`src/rtl/sriov_pkg.sv`:
```
// Shared types and constants for the SR-IOV VF Enable sequencer.
package sriov_pkg;

  localparam int unsigned SRIOV_NUMVFS_W        = 16;
  localparam int unsigned SRIOV_SETTLE_DEFAULT  = 1024;
  localparam int unsigned SRIOV_QUIESCE_DEFAULT = 4096;

  typedef enum logic [2:0] {
    ST_DISABLED   = 3'd0,
    ST_SETTLE     = 3'd1,
    ST_ENABLED    = 3'd2,
    ST_QUIESCE    = 3'd3,
    ST_RESET_WALK = 3'd4
  } sriov_vf_state_e;

  // NumVFs above TotalVFs is clamped rather than rejected.
  function automatic logic [SRIOV_NUMVFS_W-1:0] clamp_num_vfs(
    input logic [SRIOV_NUMVFS_W-1:0] req,
    input int unsigned               total
  );
    if (32'(req) > total) return SRIOV_NUMVFS_W'(total);
    return req;
  endfunction

endpackage

```
`src/rtl/sriov_vf_enable_seq_if.sv`:
```
// Control-write, quiesce and per-VF reset handshake signals of the VF Enable sequencer.
interface sriov_vf_enable_seq_if
  import sriov_pkg::*;
#(
  parameter int unsigned VF_ID_W = 4
);

  logic                      ctrl_wr_en;
  logic                      ctrl_vf_enable;
  logic [SRIOV_NUMVFS_W-1:0] ctrl_num_vfs;
  logic                      vf_outstanding;
  logic                      vf_rst_ready;
  logic                      vf_rst_valid;
  logic [VF_ID_W-1:0]        vf_rst_id;
  logic [SRIOV_NUMVFS_W-1:0] num_vfs_q;
  logic                      vf_access_en;
  logic                      vf_cfg_rrs;
  logic                      busy;
  logic                      wr_reject;
  logic                      quiesce_to;

  modport master (
    output ctrl_wr_en, ctrl_vf_enable, ctrl_num_vfs, vf_outstanding, vf_rst_ready,
    input  vf_rst_valid, vf_rst_id, num_vfs_q, vf_access_en, vf_cfg_rrs, busy,
           wr_reject, quiesce_to
  );

  modport slave (
    input  ctrl_wr_en, ctrl_vf_enable, ctrl_num_vfs, vf_outstanding, vf_rst_ready,
    output vf_rst_valid, vf_rst_id, num_vfs_q, vf_access_en, vf_cfg_rrs, busy,
           wr_reject, quiesce_to
  );

endinterface

```
`src/rtl/sriov_cycle_timer.sv`:
```
// Loadable down-counter shared by the settle and quiesce timeouts; holds at zero.
module sriov_cycle_timer #(
  parameter int unsigned W = 13
) (
  input  logic         clk,
  input  logic         rst,
  input  logic         load_i,
  input  logic [W-1:0] load_val_i,
  output logic         expired_o
);

  logic [W-1:0] cnt_q, cnt_d;

  always_comb begin
    cnt_d = cnt_q;
    if (load_i)              cnt_d = load_val_i;
    else if (cnt_q != '0)    cnt_d = cnt_q - W'(1);
  end

  always_ff @(posedge clk or posedge rst) begin
    if (rst) cnt_q <= '0;
    else     cnt_q <= cnt_d;
  end

  assign expired_o = (cnt_q == '0);

endmodule

```
`src/rtl/sriov_vf_enable_seq.sv`:
```
// SR-IOV VF Enable sequencer: settle with RRS on enable; quiesce then walk per-VF resets on disable.
module sriov_vf_enable_seq
  import sriov_pkg::*;
#(
  parameter int unsigned TOTAL_VFS       = 16,
  parameter int unsigned SETTLE_CYCLES   = SRIOV_SETTLE_DEFAULT,
  parameter int unsigned QUIESCE_TIMEOUT = SRIOV_QUIESCE_DEFAULT,
  parameter int unsigned VF_ID_W         = (TOTAL_VFS > 1) ? $clog2(TOTAL_VFS) : 1
) (
  input  logic                 clk,
  input  logic                 rst,
  sriov_vf_enable_seq_if.slave bus
);

  localparam int unsigned TMR_MAX = (SETTLE_CYCLES > QUIESCE_TIMEOUT) ? SETTLE_CYCLES
                                                                      : QUIESCE_TIMEOUT;
  localparam int unsigned TMR_W   = $clog2(TMR_MAX + 1);

  sriov_vf_state_e           state_q, state_d;
  logic [VF_ID_W-1:0]        idx_q, idx_d;
  logic [SRIOV_NUMVFS_W-1:0] num_q, num_d;
  logic [SRIOV_NUMVFS_W-1:0] num_clamp;
  logic                      wr_reject_q, wr_reject_d;
  logic                      quiesce_to_q, quiesce_to_d;
  logic                      vf_rst_valid_q, vf_rst_valid_d;
  logic                      vf_access_en_q, vf_access_en_d;
  logic                      vf_cfg_rrs_q, vf_cfg_rrs_d;
  logic                      busy_q, busy_d;
  logic                      tmr_load;
  logic [TMR_W-1:0]          tmr_val;
  logic                      tmr_expired;
  logic                      last_vf;

  sriov_cycle_timer #(.W(TMR_W)) u_timer (
    .clk        (clk),
    .rst        (rst),
    .load_i     (tmr_load),
    .load_val_i (tmr_val),
    .expired_o  (tmr_expired)
  );

  assign num_clamp = clamp_num_vfs(bus.ctrl_num_vfs, TOTAL_VFS);
  assign last_vf   = (SRIOV_NUMVFS_W'(idx_q) + SRIOV_NUMVFS_W'(1)) >= num_q;

  // State and datapath registers
  always_ff @(posedge clk or posedge rst) begin
    if (rst) begin
      state_q      <= ST_DISABLED;
      idx_q        <= '0;
      num_q        <= '0;
      wr_reject_q  <= 1'b0;
      quiesce_to_q <= 1'b0;
    end else begin
      state_q      <= state_d;
      idx_q        <= idx_d;
      num_q        <= num_d;
      wr_reject_q  <= wr_reject_d;
      quiesce_to_q <= quiesce_to_d;
    end
  end

  // Next-state; a write strobe takes priority over timer expiry
  always_comb begin
    state_d      = state_q;
    idx_d        = idx_q;
    num_d        = num_q;
    wr_reject_d  = 1'b0;
    quiesce_to_d = 1'b0;
    tmr_load     = 1'b0;
    tmr_val      = '0;
    unique case (state_q)
      ST_DISABLED: begin
        if (bus.ctrl_wr_en) begin
          num_d = num_clamp;
          if (bus.ctrl_vf_enable) begin
            if (num_clamp == '0) begin
              wr_reject_d = 1'b1;
            end else begin
              state_d  = ST_SETTLE;
              tmr_load = 1'b1;
              tmr_val  = TMR_W'(SETTLE_CYCLES - 1);
            end
          end
        end
      end
      ST_SETTLE: begin
        if (bus.ctrl_wr_en) begin
          if (!bus.ctrl_vf_enable) begin
            state_d  = ST_QUIESCE;
            tmr_load = 1'b1;
            tmr_val  = TMR_W'(QUIESCE_TIMEOUT - 1);
          end else begin
            wr_reject_d = 1'b1;
          end
        end else if (tmr_expired) begin
          state_d = ST_ENABLED;
        end
      end
      ST_ENABLED: begin
        if (bus.ctrl_wr_en) begin
          if (!bus.ctrl_vf_enable) begin
            state_d  = ST_QUIESCE;
            tmr_load = 1'b1;
            tmr_val  = TMR_W'(QUIESCE_TIMEOUT - 1);
          end else if (bus.ctrl_num_vfs != num_q) begin
            wr_reject_d = 1'b1;
          end
        end
      end
      ST_QUIESCE: begin
        wr_reject_d = bus.ctrl_wr_en;
        if (!bus.vf_outstanding) begin
          state_d = ST_RESET_WALK;
          idx_d   = '0;
        end else if (tmr_expired) begin
          state_d      = ST_RESET_WALK;
          idx_d        = '0;
          quiesce_to_d = 1'b1;
        end
      end
      ST_RESET_WALK: begin
        wr_reject_d = bus.ctrl_wr_en;
        if (bus.vf_rst_ready) begin
          if (last_vf) begin
            state_d = ST_DISABLED;
            idx_d   = '0;
          end else begin
            idx_d = idx_q + VF_ID_W'(1);
          end
        end
      end
      default: state_d = ST_DISABLED;
    endcase
  end

  // Output decode from the upcoming state, registered below
  always_comb begin
    vf_rst_valid_d = (state_d == ST_RESET_WALK);
    vf_access_en_d = (state_d == ST_ENABLED);
    vf_cfg_rrs_d   = (state_d == ST_SETTLE) || (state_d == ST_QUIESCE) ||
                     (state_d == ST_RESET_WALK);
    busy_d         = vf_cfg_rrs_d;
  end

  always_ff @(posedge clk or posedge rst) begin
    if (rst) begin
      vf_rst_valid_q <= 1'b0;
      vf_access_en_q <= 1'b0;
      vf_cfg_rrs_q   <= 1'b0;
      busy_q         <= 1'b0;
    end else begin
      vf_rst_valid_q <= vf_rst_valid_d;
      vf_access_en_q <= vf_access_en_d;
      vf_cfg_rrs_q   <= vf_cfg_rrs_d;
      busy_q         <= busy_d;
    end
  end

  assign bus.vf_rst_valid = vf_rst_valid_q;
  assign bus.vf_rst_id    = idx_q;
  assign bus.num_vfs_q    = num_q;
  assign bus.vf_access_en = vf_access_en_q;
  assign bus.vf_cfg_rrs   = vf_cfg_rrs_q;
  assign bus.busy         = busy_q;
  assign bus.wr_reject    = wr_reject_q;
  assign bus.quiesce_to   = quiesce_to_q;

endmodule

```
`src/flat_wrapper.sv`:
```
// flat-port wrapper written by rule: the top's interface ports become plain ports
module sriov_vf_enable_seq_flat import sriov_pkg::*;
#(
  parameter int unsigned TOTAL_VFS       = 16,
  parameter int unsigned SETTLE_CYCLES   = SRIOV_SETTLE_DEFAULT,
  parameter int unsigned QUIESCE_TIMEOUT = SRIOV_QUIESCE_DEFAULT,
  parameter int unsigned VF_ID_W         = (TOTAL_VFS > 1) ? $clog2(TOTAL_VFS) : 1
)
  (clk, rst, bus_ctrl_wr_en, bus_ctrl_vf_enable, bus_ctrl_num_vfs, bus_vf_outstanding, bus_vf_rst_ready, bus_vf_rst_valid, bus_vf_rst_id, bus_num_vfs_q, bus_vf_access_en, bus_vf_cfg_rrs, bus_busy, bus_wr_reject, bus_quiesce_to);
  sriov_vf_enable_seq_if #(.VF_ID_W(VF_ID_W)) bus_i ();
  input  logic clk;
  input  logic rst;
  input wire logic [$bits(bus_i.ctrl_wr_en)-1:0] bus_ctrl_wr_en;
  input wire logic [$bits(bus_i.ctrl_vf_enable)-1:0] bus_ctrl_vf_enable;
  input wire logic [$bits(bus_i.ctrl_num_vfs)-1:0] bus_ctrl_num_vfs;
  input wire logic [$bits(bus_i.vf_outstanding)-1:0] bus_vf_outstanding;
  input wire logic [$bits(bus_i.vf_rst_ready)-1:0] bus_vf_rst_ready;
  output wire logic [$bits(bus_i.vf_rst_valid)-1:0] bus_vf_rst_valid;
  output wire logic [$bits(bus_i.vf_rst_id)-1:0] bus_vf_rst_id;
  output wire logic [$bits(bus_i.num_vfs_q)-1:0] bus_num_vfs_q;
  output wire logic [$bits(bus_i.vf_access_en)-1:0] bus_vf_access_en;
  output wire logic [$bits(bus_i.vf_cfg_rrs)-1:0] bus_vf_cfg_rrs;
  output wire logic [$bits(bus_i.busy)-1:0] bus_busy;
  output wire logic [$bits(bus_i.wr_reject)-1:0] bus_wr_reject;
  output wire logic [$bits(bus_i.quiesce_to)-1:0] bus_quiesce_to;
  assign bus_i.ctrl_wr_en = bus_ctrl_wr_en;
  assign bus_i.ctrl_vf_enable = bus_ctrl_vf_enable;
  assign bus_i.ctrl_num_vfs = bus_ctrl_num_vfs;
  assign bus_i.vf_outstanding = bus_vf_outstanding;
  assign bus_i.vf_rst_ready = bus_vf_rst_ready;
  assign bus_vf_rst_valid = bus_i.vf_rst_valid;
  assign bus_vf_rst_id = bus_i.vf_rst_id;
  assign bus_num_vfs_q = bus_i.num_vfs_q;
  assign bus_vf_access_en = bus_i.vf_access_en;
  assign bus_vf_cfg_rrs = bus_i.vf_cfg_rrs;
  assign bus_busy = bus_i.busy;
  assign bus_wr_reject = bus_i.wr_reject;
  assign bus_quiesce_to = bus_i.quiesce_to;
  sriov_vf_enable_seq #(.TOTAL_VFS(TOTAL_VFS), .SETTLE_CYCLES(SETTLE_CYCLES), .QUIESCE_TIMEOUT(QUIESCE_TIMEOUT), .VF_ID_W(VF_ID_W)) u_core (.clk(clk), .rst(rst), .bus(bus_i));
endmodule
```
`config.mk`:
```
export PLATFORM = sky130hd
export DESIGN_NAME = sriov_vf_enable_seq_flat
export DESIGN_NICKNAME = d
export VERILOG_FILES = /design/src/rtl/sriov_pkg.sv /design/src/rtl/sriov_vf_enable_seq_if.sv /design/src/rtl/sriov_cycle_timer.sv /design/src/rtl/sriov_vf_enable_seq.sv /design/src/flat_wrapper.sv
export SDC_FILE = /design/constraint.sdc
export NUM_CORES = 1
export LEC_CHECK = 0
export CAP_MARGIN = 10
export CORE_MARGIN = 3
export CORE_UTILIZATION = 30
export CTS_CLUSTER_DIAMETER = 60
export DETAILED_ROUTE_END_ITERATION = 16
export PLACE_DENSITY = 0.57
export SYNTH_ARGS = -nofsm -noshare
export SYNTH_HDL_FRONTEND = slang
export SYNTH_SLANG_ARGS = --single-unit
```
`constraint.sdc`:
```
create_clock -name clk -period 2.3 [get_ports clk]
set_clock_uncertainty 0.05 [all_clocks]
set_input_delay 0.345 -clock clk [delete_from_list [all_inputs] [get_ports clk]]
set_output_delay 0.345 -clock clk [all_outputs]
set_load 0.02 [all_outputs]
```
Yosys cells after proc, flatten, opt, wreduce, memory -nomap -nowiden
Index checks and enable logic that the tools add are counted.
W data, S select, Z words.
{"block": "op_classes", "addsub": 3, "mul": 0, "div": 0, "n_lt_le_gt_ge": 2, "eq_ne": 11, "shifts": 0, "n_mux": 46, "bitwise": 0, "reduce_logical": 12}
{"op": "$mux W13", "n": 4}
{"op": "$mux W3", "n": 11}
{"op": "$mux W16", "n": 2}
{"op": "$pmux W13 S2", "n": 1}
{"op": "$mux W12", "n": 2}
{"op": "$mux W1", "n": 17}
{"op": "$ge A16 B16 Y1", "n": 1}
{"op": "$gt A16 B5 Y1 const B", "n": 1}
{"op": "$logic_not A16 Y1", "n": 1}
{"op": "$mux W4", "n": 4}
{"op": "$ne A16 B16 Y1", "n": 1}
{"op": "$pmux W3 S5", "n": 1}
{"op": "$logic_not A13 Y1", "n": 1}
{"op": "$reduce_bool A13 Y1", "n": 1}
{"op": "$sub A13 B1 Y13 const B", "n": 1}
{"op": "$eq A3 B2 Y1 const B", "n": 4}
{"op": "$mux W10", "n": 1}
{"op": "$pmux W4 S2", "n": 1}
{"op": "$eq A3 B1 Y1 const B", "n": 2}
{"op": "$eq A3 B3 Y1 const B", "n": 2}
{"op": "$add A4 B1 Y5 const B", "n": 1}
{"op": "$add A4 B1 Y4 const B", "n": 1}
{"op": "$pmux W1 S4", "n": 1}
{"op": "$reduce_bool A2 Y1", "n": 2}
{"op": "8 further kinds", "n": 10}
{"block": "totals", "register_bits": 41, "latchBits": 0, "ram_bits": 0, "romBits": 0, "out_inout_bits": 26, "n_memories": 0}

Logic depth before layout (Yosys ltp)
{"block": "logic_depth", "depth_word": 11, "depth_mapped": 7, "depth_no_buf": 7}

By module
A second synthesis with hierarchy kept.
{"block": "unflattened", "hier_cells": 239, "area_unflattened_um2": 2369.8}
{"module": "sriov_vf_enable_seq", "instances": 1, "cells_per_inst": 158, "area_per_inst_um2": 1559.0, "seq_area_each_um2": 700.7}
{"module": "sriov_cycle_timer", "instances": 1, "cells_per_inst": 81, "area_per_inst_um2": 810.8, "seq_area_each_um2": 325.3}

Worst setup path after synthesis
No wires, ideal clock.
{"block": "synth_path", "path_type": "flip-flop to flip-flop", "from": "register u_core.idx_q[0] (netlist: u_core.bus.vf_rst_id[0])", "to": "register u_core.vf_cfg_rrs_q (netlist: u_core.bus.vf_cfg_rrs)", "setup_ns": 0.139, "arrival_time_ns": 2.205, "required_ns": 2.111, "setup_slack_ns": -0.093, "stages_incl_launch_ff": 8, "path_buffers": 0, "period_less_slack_ns": 2.393, "path_cell_list": "dfrtp_1 > ha_1 > and3_1 > ha_1 > o2111ai_1 > a221oi_1 > nor2_1 > or4_1"}
{"block": "synth_via", "elab_chain_len": 8, "elab_cells_between_ends": 10}
{"element": "start: declaration", "line_no": "sriov_vf_enable_seq.sv:20", "rtl": "logic [VF_ID_W-1:0] idx_q, idx_d;"}
{"element": "start signal: assignment", "line_no": "sriov_vf_enable_seq.sv:55", "rtl": "idx_q <= idx_d;"}
{"element": "$add A4 B1 Y5 (*)", "line_no": "sriov_vf_enable_seq.sv:43", "rtl": "assign last_vf = (SRIOV_NUMVFS_W'(idx_q) + SRIOV_NUMVFS_W'(1)) >= num_q;"}
{"element": "$ge A16 B16 Y1 (*)", "line_no": "sriov_vf_enable_seq.sv:43"}
{"element": "$mux W3 (*)", "line_no": "sriov_vf_enable_seq.sv:124", "rtl": "if (last_vf) begin"}
{"element": "$mux W3 (*)", "line_no": "sriov_vf_enable_seq.sv:123", "rtl": "if (bus.vf_rst_ready) begin"}
{"element": "$pmux W3 S5 (*)", "line_no": "sriov_vf_enable_seq.sv:71", "rtl": "unique case (state_q)"}
{"element": "$eq A3 B1 Y1 / $eq A3 B2 Y1 (equally long branches)", "line_no": "sriov_vf_enable_seq.sv:140", "rtl": "vf_cfg_rrs_d = (state_d == ST_SETTLE) || (state_d == ST_QUIESCE) ||"}
{"element": "$logic_or A1 B1 Y1", "line_no": "sriov_vf_enable_seq.sv:140"}
{"element": "$logic_or A1 B1 Y1 (*)", "line_no": "sriov_vf_enable_seq.sv:140"}
{"element": "net u_core.busy_d", "line_no": "sriov_vf_enable_seq.sv:28", "rtl": "logic busy_q, busy_d;"}
{"element": "end signal: assignment", "line_no": "sriov_vf_enable_seq.sv:154", "rtl": "vf_cfg_rrs_q <= vf_cfg_rrs_d;"}
{"element": "end: declaration", "line_no": "sriov_vf_enable_seq.sv:27", "rtl": "logic vf_cfg_rrs_q, vf_cfg_rrs_d;"}
Mark *: on every way through the listed nets, which the timed path passes. The rest lies on a longest branch.
A chain may end at the register's enable or synchronous reset.

Worst setup path after layout
{"block": "layout_path", "from": "register u_core.idx_q[0] (netlist: u_core.bus.vf_rst_id[0])", "to": "register u_core.vf_rst_valid_q (netlist: u_core.bus.vf_rst_valid)"}
{"block": "layout_via", "elab_chain_len": 6}
{"element": "$add A4 B1 Y5", "line_no": "sriov_vf_enable_seq.sv:43"}
{"element": "$ge A16 B16 Y1", "line_no": "sriov_vf_enable_seq.sv:43"}
{"element": "$mux W3", "line_no": "sriov_vf_enable_seq.sv:124"}
{"element": "$mux W3", "line_no": "sriov_vf_enable_seq.sv:123"}
{"element": "$pmux W3 S5", "line_no": "sriov_vf_enable_seq.sv:71"}
{"element": "$eq A3 B3 Y1", "line_no": "sriov_vf_enable_seq.sv:138", "rtl": "vf_rst_valid_d = (state_d == ST_RESET_WALK);"}
{"element": "net u_core.vf_rst_valid_d", "line_no": "sriov_vf_enable_seq.sv:25", "rtl": "logic vf_rst_valid_q, vf_rst_valid_d;"}
{"element": "end signal: assignment", "line_no": "sriov_vf_enable_seq.sv:152", "rtl": "vf_rst_valid_q <= vf_rst_valid_d;"}
{"element": "end: declaration", "line_no": "sriov_vf_enable_seq.sv:25"}
The timed path passes the listed nets, and every way through them passes these cells.

==> results.yml <==
cells_and_area:
  syn_to_final_growth_pct: 51.3
  fin_nets: 338
  final_util_pct: 47.9
  final_common_cell: "clkdlybuf4s50_1"
  final_cell_mix: "clkdlybuf4s50_1, dfrtp_1, buf_4"
  diodes: 0
  nFillCells: 655
  drive_gt1_share_pct: 22.9
  regArea_sq_mm: 0.00103
  multi_input_area_sq_mm: 0.00125
  finalNonFillerCells: 406
logic_synthesis:
  synth_seq_cells: 41
  syn_area_sq_mm: 0.00220
  ys_types: 39
  synth_nets: 250
  synthCells: 221
  ys_warn_count: 0
  syn_area_per_cell_sq_um: 9.94
  ys_seq_area_share_pct: 46.7
floorplan:
  die_area_sq_mm: 0.00839
  coreArea_sq_mm: 0.00694
  die_x_um: 91.6
  fp.dieH_um: 91.6
  start_util_pct: 31.6
  row_count: 30
  ioPinCount: 48
power:
  leakage_uw: 0.00137
  powerDensity_mw_per_mm2: 774
  ir_worst_vdd_mv: 0.309
  power_uw: 2570
route:
  first_pass_iters: 4
  ant_nets: 0
  drt_wl_total_um: 5930
  viasPerCell: 4.86
  drt_iter0_drc: 78
  drcViolationCount: 0
  vias: 1972
  routedWlPerCell_um: 14.6
sta:
  slew-limit-headroom_pct: 64.7
  tightest_slew_ps: 530
  fin_crit_ps: 2200
  max_freq_mhz: 454
  setup_viol: 0
  setup_ws_ps: 99.5
  hold_viol: 0
  finalCritPeriodShare_pct: 95.7
  fin_tns_setup_ps: 0
  finalMaxSlewViolations: 0
setup_path:
  cpPeakStageDelay_ps: 440
  path_class: "flip-flop to flip-flop"
  crit_path_start_kind: "flip-flop"
  critPathCaptureType: "flip-flop"
  worstPathCellList: "ha_4 -> and3_4 -> ha_4 -> o2111ai_4 -> a221oi_4 -> nor2_2 -> buf_4 -> or3_1"
  cp.arrival_ps: 2320
  worstPathRequired_ps: 2420
  worst-path-max-fanout: 3
  cpMostUsedCell: "ha_4"
  crit_slowest_cell: "dfrtp_1"
placed_design:
  io_buffers: 47
  place_ws_ps: -319
  place_inst: 391
  place_hpwl_um: 4300
  gp_congestion: 0.798
flow_run:
  cap_viol_max_count: 0
global_route:
  grt_max_degree: 42
  grt_usage_pct: 14.8
  antenna_found_initial: 0
  grt_pass1_wl_um: 9960
  grt_pass1_vias: 2036
  overflow: 0
clock_tree:
  cts_inserted_buffers: 5
  clkLatencyLatePin_ps: 300
  cts_tree: "built"
  htree_levels: 2
  clockBufferDepth: 2
  path_clk_slew_ps: 90
  root_buffer: "clkbuf_8"
  clkSinkCount: 41
run_status:
  status: "complete, no violations"
min_path:
  hold_path_class: "input port to asynchronous set/reset pin"
[critical path: cells and delay by family, from the launching register on]
| family | cells | cell delay [ps] |
|---|---|---|
| fa+ha+maj | 2 | 460 |
| simple gates | 3 | 600 |
| buf+inv | 1 | 130 |
| compound gates | 2 | 390 |
| flops | 1 | 440 |
[state kept, by name (all words and copies together), names as in the netlist]
signal,flops
u_core.bus.vf_cfg_rrs,1
u_core.u_timer.cnt_q,13
u_core.state_q,3
u_core.bus.quiesce_to,1
u_core.bus.vf_access_en,1
u_core.bus.wr_reject,1
u_core.bus.vf_rst_valid,1
u_core.bus.vf_rst_id,4
u_core.bus.num_vfs_q,16
[metal layers]
metal	vias to the layer above	part of all wire [%]	global-route usage (%)
li1	964	-	-
met1	957	44	18.6
met2	45	50	24.7
met3	6	4.1	3.65
met4	0	1.2	4.77
met5	-	0	0
[where the power goes]
group | internal, uW | switching (uW) | total (uW)
clock | 325 | 275 | 600
sequential | 846 | 173 | 1020
combinational | 494 | 459 | 953
[synth_stat cells]
cell | number | area (sq um)
a211oi_1 | 2 | 15.0
and2_1 | 12 | 75.1
o21ai_2 | 1 | 8.76
or3_1 | 3 | 18.8
clkbuf_1 | 4 | 15.0
o21ai_0 | 22 | 110
a31oi_1 | 2 | 12.5
a32oi_1 | 1 | 8.76
nand4_1 | 4 | 25.0
inv_1 | 10 | 37.5
buf_4 | 1 | 7.51
and4_1 | 1 | 8.76
nor4_1 | 10 | 62.6
dfrtp_1 | 41 | 1030
nand4b_1 | 2 | 17.5
nor4_4 | 1 | 21.3
nor3_2 | 1 | 10.0
nor4b_4 | 1 | 23.8
ha_1 | 7 | 87.6
nor2b_1 | 4 | 25.0
and3_1 | 4 | 25.0
o2111ai_1 | 1 | 8.76
a221oi_1 | 1 | 8.76
nor3_1 | 9 | 45.0
a21o_1 | 1 | 7.51
nor2_1 | 12 | 45.0
o22a_1 | 1 | 8.76
o311a_1 | 1 | 10.0
nand3b_1 | 1 | 7.51
xor2_1 | 5 | 43.8
nand3_1 | 5 | 25.0
a21oi_1 | 4 | 20.0
nand2b_1 | 3 | 18.8
nand2_1 | 13 | 48.8
o211ai_1 | 1 | 7.51
or4_1 | 1 | 7.51
a22o_1 | 3 | 26.3
xnor2_1 | 24 | 210
nand2_2 | 1 | 6.26
[cell families (layout without fill, tap and decap cells)]
logic type,Yosys count,count (layout),synth area share [%]
AND/OR/NAND/NOR,88,88,23.5
AO/OA/AOI/OAI,41,41,11.5
flip-flops,41,41,46.7
XOR/XNOR,29,29,11.6
buffers and inverters,15,104,2.73
adder cells (fa/ha/maj),7,7,3.99
[what timing repair did]
item,4_1_cts,5_1_grt
hold buffers,0,0
gates resized for setup,7,18
pin swaps,5,8
hold endpoints to repair,0,0
setup endpoints to repair,1,3
buffers inserted,2,5
[path summary, 6_finish.rpt]
kind | from | end | slack (ps) | depth (start not counted)
worst max-delay path | u_core.bus.vf_rst_id[0] | u_core.bus.vf_rst_valid | 100 | 8
worst min-delay path | rst | u_core.bus.num_vfs_q[6] | 420 | 3
worst max register to register | u_core.bus.vf_rst_id[0] | u_core.bus.vf_rst_valid | 100 | 8
worst min register to register | u_core.u_timer.cnt_q[0] | u_core.u_timer.cnt_q[0] | 540 | 2
max in group asynchronous | rst | u_core.bus.vf_rst_valid | 1410 | 3
min in group clk | u_core.u_timer.cnt_q[0] | u_core.u_timer.cnt_q[0] | 540 | 2
[cell type report]
cell class	instances	area share, %
sequential	41	30.9
tap	96	3.61
clock inverter	3	1.39
inverter	10	1.13
timing repair buffer	86	23.2
clock buffer	5	2.07
multi-input combinational	165	37.7
[through the flow]
stage,area (sq um),hold slack (ps)
6_report,3320,422
4_1_cts,3190,442
3_3_place_gp,3010,496
3_5_place_dp,3010,514
2_1_floorplan,2200,412
5_1_grt,3320,496
(Power assumes the default switching activity.)
